File: src/rtl/decode_stage_pipelined.sv
// Decode stage: register file with write-through bypass, load-use hazard
// detection, and a registered ID/EX boundary with flush/stall control.
// A saturating counter tracks how many load-use bubbles were inserted.
module decode_stage_pipelined #(
    parameter int W            = 16,
    parameter int N            = 3,
    parameter int CW           = 14,
    parameter int MEMREAD_BIT  = 4,
    parameter int REGWRITE_BIT = 2,
    parameter int ZERO_REG     = 0
) (
    input  logic          clk,
    input  logic          rst,
    input  logic          in_valid,
    input  logic [N-1:0]  src,
    input  logic [N-1:0]  dst,
    input  logic          uses_src,
    input  logic          uses_dst,
    input  logic [CW-1:0] ctrl_in,
    input  logic          wb_en,
    input  logic [N-1:0]  wb_addr,
    input  logic [W-1:0]  wb_data,
    input  logic          flush,
    input  logic          ex_stall,
    output logic          id_stall,
    output logic          out_valid,
    output logic [W-1:0]  out_rsrc,
    output logic [W-1:0]  out_rdst,
    output logic [N-1:0]  out_src,
    output logic [N-1:0]  out_dst,
    output logic [CW-1:0] out_ctrl,
    output logic [15:0]   bubble_cnt
);
    localparam int DEPTH = 1 << N;

    logic [W-1:0] regs [DEPTH];
    logic [W-1:0] rsrc;
    logic [W-1:0] rdst;
    logic         hazard;
    logic         bubble;

    // Operand reads: array value, overridden by same-cycle writeback,
    // with the hard-zero register masking even the bypass.
    always_comb begin
        rsrc = regs[src];
        rdst = regs[dst];
        if (wb_en && wb_addr == src) rsrc = wb_data;
        if (wb_en && wb_addr == dst) rdst = wb_data;
        if (ZERO_REG != 0 && src == '0) rsrc = '0;
        if (ZERO_REG != 0 && dst == '0) rdst = '0;
    end

    // Load-use hazard: a valid load in ID/EX whose destination feeds an
    // operand the instruction in IF/ID actually consumes.
    always_comb begin
        hazard = in_valid && out_valid
              && out_ctrl[MEMREAD_BIT] && out_ctrl[REGWRITE_BIT]
              && ((uses_src && out_dst == src) || (uses_dst && out_dst == dst))
              && !(ZERO_REG != 0 && out_dst == '0);
    end

    assign id_stall = (hazard | ex_stall) & ~flush;
    assign bubble   = flush | hazard | ~in_valid;

    // Register file: reset clears every entry; writes to the hard-zero
    // register are dropped.
    always_ff @(posedge clk) begin
        if (!rst) begin
            for (int i = 0; i < DEPTH; i++) regs[i] <= '0;
        end else if (wb_en && !(ZERO_REG != 0 && wb_addr == '0)) begin
            regs[wb_addr] <= wb_data;
        end
    end

    // ID/EX boundary: flush beats ex_stall; ex_stall holds; otherwise a
    // bubble (hazard, flush, or no instruction) or the decoded instruction.
    always_ff @(posedge clk) begin
        if (!rst) begin
            out_valid <= 1'b0;
            out_rsrc  <= '0;
            out_rdst  <= '0;
            out_src   <= '0;
            out_dst   <= '0;
            out_ctrl  <= '0;
        end else if (flush || !ex_stall) begin
            if (bubble) begin
                out_valid <= 1'b0;
                out_rsrc  <= '0;
                out_rdst  <= '0;
                out_src   <= '0;
                out_dst   <= '0;
                out_ctrl  <= '0;
            end else begin
                out_valid <= 1'b1;
                out_rsrc  <= rsrc;
                out_rdst  <= rdst;
                out_src   <= src;
                out_dst   <= dst;
                out_ctrl  <= ctrl_in;
            end
        end
    end

    // Count only bubbles actually inserted for load-use; saturate at max.
    always_ff @(posedge clk) begin
        if (!rst) begin
            bubble_cnt <= '0;
        end else if (!flush && !ex_stall && hazard && bubble_cnt != 16'hFFFF) begin
            bubble_cnt <= bubble_cnt + 16'd1;
        end
    end
endmodule

File: config.mk
export PLATFORM = sky130hd
export DESIGN_NAME = decode_stage_pipelined
export DESIGN_NICKNAME = d
export VERILOG_FILES = /design/src/rtl/decode_stage_pipelined.sv
export SDC_FILE = /design/constraint.sdc
export NUM_CORES = 1
export LEC_CHECK = 0
export CAP_MARGIN = 25
export CORE_AREA = 4 4 161 163
export DETAILED_ROUTE_END_ITERATION = 8
export DIE_AREA = 0 0 165 167
export PLACE_DENSITY = 0.6
export SYNTH_ARGS = -nofsm -noshare
export SYNTH_HDL_FRONTEND = slang
export SYNTH_SLANG_ARGS = --single-unit
File: constraint.sdc
create_clock -name clk -period 5.15 [get_ports clk]
set_clock_uncertainty 0.1 [all_clocks]
set_input_delay 1.03 -clock clk [delete_from_list [all_inputs] [get_ports clk]]
set_output_delay 1.03 -clock clk [all_outputs]
set_load 0.01 [all_outputs]
==> results.json, run 1 <==
{
  "grt_max_degree": 51,
  "finalSetupViolations": 0,
  "dr.pass1.iters": 5,
  "drive_above_1_share_pct": 16.74,
  "cts_buffers": 17,
  "ioPinCount": 117,
  "fin_tns_setup_ns": 0,
  "ant_nets": 0,
  "status": "complete, no violations",
  "start_util_pct": 39.72,
  "fmax_mhz": 263.5,
  "worstMarginPinSlew_ns": 0.9518,
  "cts_resized": 0,
  "crit_type": "primary input to output port",
  "port_buffers": 116,
  "worstHoldStart": "out_rdst[8]",
  "startpoint": "src[0]",
  "hold_class": "flop to flop",
  "critPathSlowestCell": "clkdlybuf4s50_1",
  "routed_wl_um": 25510,
  "rr_endpoint": "out_ctrl[8]",
  "setup_ws_ns": 1.354,
  "cts.clk_slew.worst_paths_ns": 0.08,
  "synth_area_mm2": 0.009659,
  "cap_viol_max_count": 0,
  "die_area_mm2": 0.02756,
  "ff2ff_path_depth": 6,
  "synth_top_cell_by_area": "edfxtp_1",
  "core.rowCount": 57,
  "grt_pass1_vias": 6816,
  "syn_nets": 873,
  "grtUsageTotal_pct": 18.88,
  "finalCritPeriodShare_pct": 73.70,
  "slew_viol_final": 0,
  "clkLatencyLatePin_ns": 0.44,
  "finalCriticalPeriod_ns": 3.796,
  "grt_pass1_wl_um": 39970,
  "layout_common_cells": "edfxtp_1, and2_1, clkdlybuf4s50_1",
  "power_mw": 3.511,
  "cts_setup_buffers": 0,
  "antenna_found_initial": 0,
  "rsz0062_at_grt": "false",
  "startpoint_type": "primary input",
  "irDropWorstVdd_mv": 0.2044,
  "ys_ff_latch": 197,
  "end_kind": "output port",
  "viasPerCell": 5.360,
  "diodes": 0,
  "slew-limit-headroom_pct": 36.31,
  "drc": 0,
  "worstPathArrival_ns": 2.67,
  "final_hold_viol_count": 0,
  "synth_warnings": 0,
  "holdPathEnd": "out_rdst[8]",
  "required_ns": 4.02,
  "hold_depth": 2,
  "cts.sinks": 197,
  "r2r_setup_slack_ns": 2.83,
  "utilization_pct": 48.16,
  "areaGrowthSynthToFinish_pct": 21.24,
  "cts_buffer_depth": 2,
  "synth_top_area_share_pct": 39.79,
  "place_ws_ns": 1.350,
  "via_count": 6764,
  "final_nets": 973,
  "leakage_nw": 3.986,
  "avgSynthCellArea_um2": 11.71,
  "crit_path_max_incr_delay_ns": 0.55,
  "holdWs_ns": 0.3527,
  "gp_congestion": 0.8065,
  "cts_tree": "yes",
  "synth_cell_types": 39,
  "layout_commonest_cell": "edfxtp_1",
  "yosysSeqAreaShare_pct": 54.09,
  "first_iter_violations": 523,
  "cts_root_buf": "clkbuf_16",
  "holdBufCountCts": 0,
  "htreeDepth": 4,
  "power.density_mw_per_mm2": 299.8,
  "crit_chain": "buf_2, xnor2_1, nand4_1, a21o_1, a21oi_1, clkdlybuf4s50_1",
  "post_drt_wl_per_cell_um": 20.21,
  "place_hpwl_um": 16880,
  "crit_fanout": 20,
  "grt.overflow.total": 0,
  "synthTopCellsByArea": "edfxtp_1, dfxtp_1, and2_1",
  "rr_startpoint": "out_dst[0]",
  "core_mm2": 0.02432,
  "fp.dieW_um": 165,
  "netlist_instances": 825,
  "cp_top_family": "buffers and inverters",
  "die_y_um": 167,
  "cp_num_buf_inv": 2
}
## metal layers
layer	GRT usage [%]	vias to the layer above	share of wire [%]
met3	3.485	24	4.3
met4	4.087	0	1.0
li1	-	3269	-
met5	0	-	0
met1	27.50	3321	48
met2	29.49	150	47
## area by class of cell
| class | instances | area (um^2) |
|---|---|---|
| clock buffer | 19 | 452.9 |
| clock inverter | 13 | 111.4 |
| fill | 2144 | 12610 |
| inverter | 5 | 18.77 |
| multi-input combinational | 560 | 4129 |
| sequential | 197 | 5225 |
| tap | 324 | 405.4 |
| timing repair buffer | 144 | 1369 |
## power breakdown
part,internal (mW),switching [mW],total [mW]
logic,0.195,0.221,0.416
registers,1.76,0.0352,1.79
clock network,0.663,0.642,1.30
## cell usage after synthesis
| master | number |
|---|---|
| xnor2_1 | 12 |
| clkbuf_1 | 34 |
| nor4_1 | 2 |
| o311ai_0 | 2 |
| dfxtp_1 | 69 |
| a22o_1 | 21 |
| nand2b_1 | 11 |
| nand3_1 | 7 |
| a21o_1 | 1 |
| o21ai_1 | 1 |
| mux4_2 | 32 |
| or3_1 | 2 |
| and4_1 | 6 |
| o31a_1 | 1 |
| nor3_1 | 43 |
| nor2_1 | 38 |
| o21ai_0 | 39 |
| o41ai_1 | 2 |
| nand4_1 | 7 |
| edfxtp_1 | 128 |
| a21oi_1 | 44 |
| mux2_2 | 62 |
| nand2_1 | 43 |
| inv_1 | 5 |
| nor2b_1 | 1 |
| o31ai_1 | 9 |
| buf_6 | 2 |
| buf_4 | 3 |
| o21a_1 | 1 |
| o211ai_1 | 1 |
| ha_1 | 1 |
| or4_1 | 8 |
| nand3b_1 | 3 |
| mux2i_1 | 4 |
| o22ai_1 | 32 |
| buf_2 | 23 |
| and3_1 | 1 |
| buf_1 | 1 |
| and2_1 | 123 |
## cell families after synthesis
kind of cell	Yosys count	share of synthesized area [%]
and+or+nand+nor	295	16.66
DFF	197	54.09
AOI/OAI and AO/OA	154	9.715
muxes	98	15.10
buffers and inverters	68	3.212
xor gates and xnor gates	12	1.088
adders and majority gates	1	0.1295
## stage by stage
stage / std cells / instance area (um^2)
after global placement: 1227 / 11120
final: 1262 / 11710
after detailed placement: 1230 / 11150
after floorplan: 825 / 9659
after global routing: 1262 / 11710
after CTS: 1262 / 11710
## worst min-delay path, stage by stage (launching register included)
cell and delay, ns:
dfxtp_1 0.33, nand2_1 0.04, o21ai_0 0.05
## registers in the layout (all words and copies together), names as in the netlist
register / count
out_dst: 3
out_rdst: 16
out_src: 3
out_ctrl: 14
out_rsrc: 16
regs: 128
bubble_cnt: 16
out_valid: 1
## worst max path at each step
stage / end / slack [ns] / depth (start not counted)
after floorplan: id_stall / 1.87 / 7
after global placement: id_stall / 1.35 / 6
after detailed placement: id_stall / 1.35 / 6
after CTS: id_stall / 1.34 / 6
after global routing: id_stall / 1.21 / 6
final: id_stall / 1.35 / 6
No activity file was read; power rests on OpenSTA's default activity.
==> run 2, diff against run 1 <==
--- a/config.mk
+++ b/config.mk
@@ -9,7 +9,7 @@
 export CORE_AREA = 4 4 161 163
 export DETAILED_ROUTE_END_ITERATION = 8
 export DIE_AREA = 0 0 165 167
-export PLACE_DENSITY = 0.6
+export PLACE_DENSITY = 0.62
 export SYNTH_ARGS = -nofsm -noshare
 export SYNTH_HDL_FRONTEND = slang
 export SYNTH_SLANG_ARGS = --single-unit
==> constraint.sdc (replaced) <==
create_clock -name clk -period 3.27 [get_ports clk]
set_clock_uncertainty 0.1 [all_clocks]
set_input_delay 0.654 -clock clk [delete_from_list [all_inputs] [get_ports clk]]
set_output_delay 0.654 -clock clk [all_outputs]
set_load 0.01 [all_outputs]
==> run 2 against run 1 <==
Net effect: total power up 59%; non-clock buffer count is 9 higher; final area increased by 1.1%; final cell count is 0.71% higher; via count is 1.8% higher; register-to-register slack lost 1.9 ns; global-route usage shrank 0.33 points; largest cell class unchanged; largest power group unchanged.
==> results.json, run 2 (same netlist as run 1, synthesis figures left out) <==
{
  "crit_path_max_incr_delay_ns": 0.55,
  "start_util_pct": 39.72,
  "hold_class": "flop to flop",
  "fmax_mhz": 324.2,
  "holdBufCountCts": 0,
  "regMostFlops": "regs",
  "routed_wl_um": 25490,
  "end_kind": "output port",
  "fin_tns_setup_ns": 0,
  "cts_setup_buffers": 0,
  "wl_met3_um": 1462,
  "cts.clk_slew.worst_paths_ns": 0.08,
  "wl_met1_um": 11260,
  "core_mm2": 0.02432,
  "holdPathEnd": "out_rdst[11]",
  "cts_buffer_depth": 2,
  "gp_congestion": 0.7922,
  "first_iter_violations": 526,
  "antenna_found_initial": 0,
  "irDropWorstVdd_mv": 0.2742,
  "worstMarginPinSlew_ns": 0.9766,
  "grt_pass1_wl_um": 39400,
  "slew_viol_final": 0,
  "startpoint_type": "primary input",
  "ff2ff_path_depth": 6,
  "final_nets": 982,
  "ant_nets": 0,
  "htreeDepth": 4,
  "cp_common_cell": "clkdlybuf4s50_1",
  "power.density_mw_per_mm2": 472.2,
  "wl_met2_um": 12470,
  "grt.overflow.total": 0,
  "final_hold_viol_count": 0,
  "seq_area_mm2": 0.005225,
  "rr_startpoint": "out_dst[0]",
  "hold_depth": 2,
  "worstHoldStart": "out_rdst[11]",
  "areaGrowthSynthToFinish_pct": 22.59,
  "fp.dieW_um": 165,
  "rsz0062_at_grt": "false",
  "place_hpwl_um": 17470,
  "critPathSlowestCell": "clkdlybuf4s50_1",
  "grt_pass1_vias": 6777,
  "port_buffers": 116,
  "cts.sinks": 197,
  "top_layer_used": "met4",
  "cap_viol_max_count": 0,
  "die_area_mm2": 0.02756,
  "required_ns": 2.52,
  "drive_above_1_share_pct": 17.53,
  "dr.pass1.iters": 5,
  "power_mw": 5.592,
  "drc": 0,
  "cts_tree": "yes",
  "cts_root_buf": "clkbuf_16",
  "layout_commonest_cell": "edfxtp_1",
  "ioPinCount": 117,
  "cts_buffers": 17,
  "crit_chain": "clkdlybuf4s50_1, xnor2_1, nand4_1, a21o_1, a21oi_1, clkdlybuf4s50_1",
  "grt_max_degree": 51,
  "status": "complete, no violations",
  "die_y_um": 167,
  "crit_fanout": 2,
  "finalSetupViolations": 0,
  "grtUsageTotal_pct": 18.55,
  "post_drt_wl_per_cell_um": 20.05,
  "cts_resized": 0,
  "r2r_setup_slack_ns": 0.92,
  "fillerInstances": 2183,
  "diodes": 0,
  "worstPathArrival_ns": 2.33,
  "finalCriticalPeriod_ns": 3.084,
  "multi_input_area_mm2": 0.004129,
  "core.rowCount": 57,
  "finalCritPeriodShare_pct": 94.32,
  "slew-limit-headroom_pct": 34.66,
  "leakage_nw": 4.038,
  "viasPerCell": 5.416,
  "crit_type": "primary input to output port",
  "rr_endpoint": "out_rdst[7]",
  "via_count": 6884,
  "largest_register_ff_count": 128,
  "clkLatencyLatePin_ns": 0.44,
  "layout_common_cells": "edfxtp_1, and2_1, clkdlybuf4s50_1"
}
==> run 2: power by group <==
part,switching (mW),total [mW],internal (mW)
Clock,1.02,2.10,1.09
Combinational,0.352,0.671,0.319
Sequential,0.0547,2.82,2.76
Total,1.42,5.59,4.17
==> run 2: cell type report <==
class | count | share of cell area (%)
clock inverters | 15 | 1.352
multi-input cells | 560 | 34.87
repair buffers | 153 | 12.48
well taps | 324 | 3.423
clock buffers | 17 | 3.593
flip-flops and latches | 197 | 44.12
inverters | 5 | 0.1585
==> run 2: routing by layer <==
layer  global-route usage, %  up-vias
met5                       0        -
met4                   4.810        0
met3                   3.782       26
met2                   30.06      178
met1                   25.45     3393
li1                        -     3287
==> run 2: critical path: cells and delay by family <==
kind,cells,cell delay (ns)
buffers and inverters,2,1.05
and+or+nand+nor,1,0.13
AOI/OAI and AO/OA,2,0.38
xor gates and xnor gates,1,0.12
==> run 2: worst max path at each step <==
stage | startpoint | endpoint | slack [ns] | depth (start not counted)
2_1_floorplan | wb_addr[0] | regs[2][0] | 0.54 | 3
3_3_place_gp | dst[1] | id_stall | 0.21 | 6
3_5_place_dp | dst[2] | id_stall | 0.18 | 6
4_1_cts | dst[1] | id_stall | 0.18 | 6
5_1_grt | dst[1] | id_stall | 0.07 | 6
6_report | dst[1] | id_stall | 0.19 | 6
==> run 2: metrics by stage <==
stage | setup slack [ns] | hold slack [ns] | utilization [%] | cells | instance area (um^2)
6_report | 0.1857 | 0.3545 | 48.69 | 1271 | 11840
5_1_grt | 0.07087 | 0.3766 | 48.69 | 1271 | 11840
4_1_cts | 0.1752 | 0.3602 | 48.69 | 1271 | 11840
3_5_place_dp | 0.1768 | 0.3425 | 46.28 | 1239 | 11260
3_3_place_gp | 0.2130 | 0.3337 | 46.11 | 1235 | 11210
2_1_floorplan | 0.5383 | 0.3835 | - | 825 | 9659
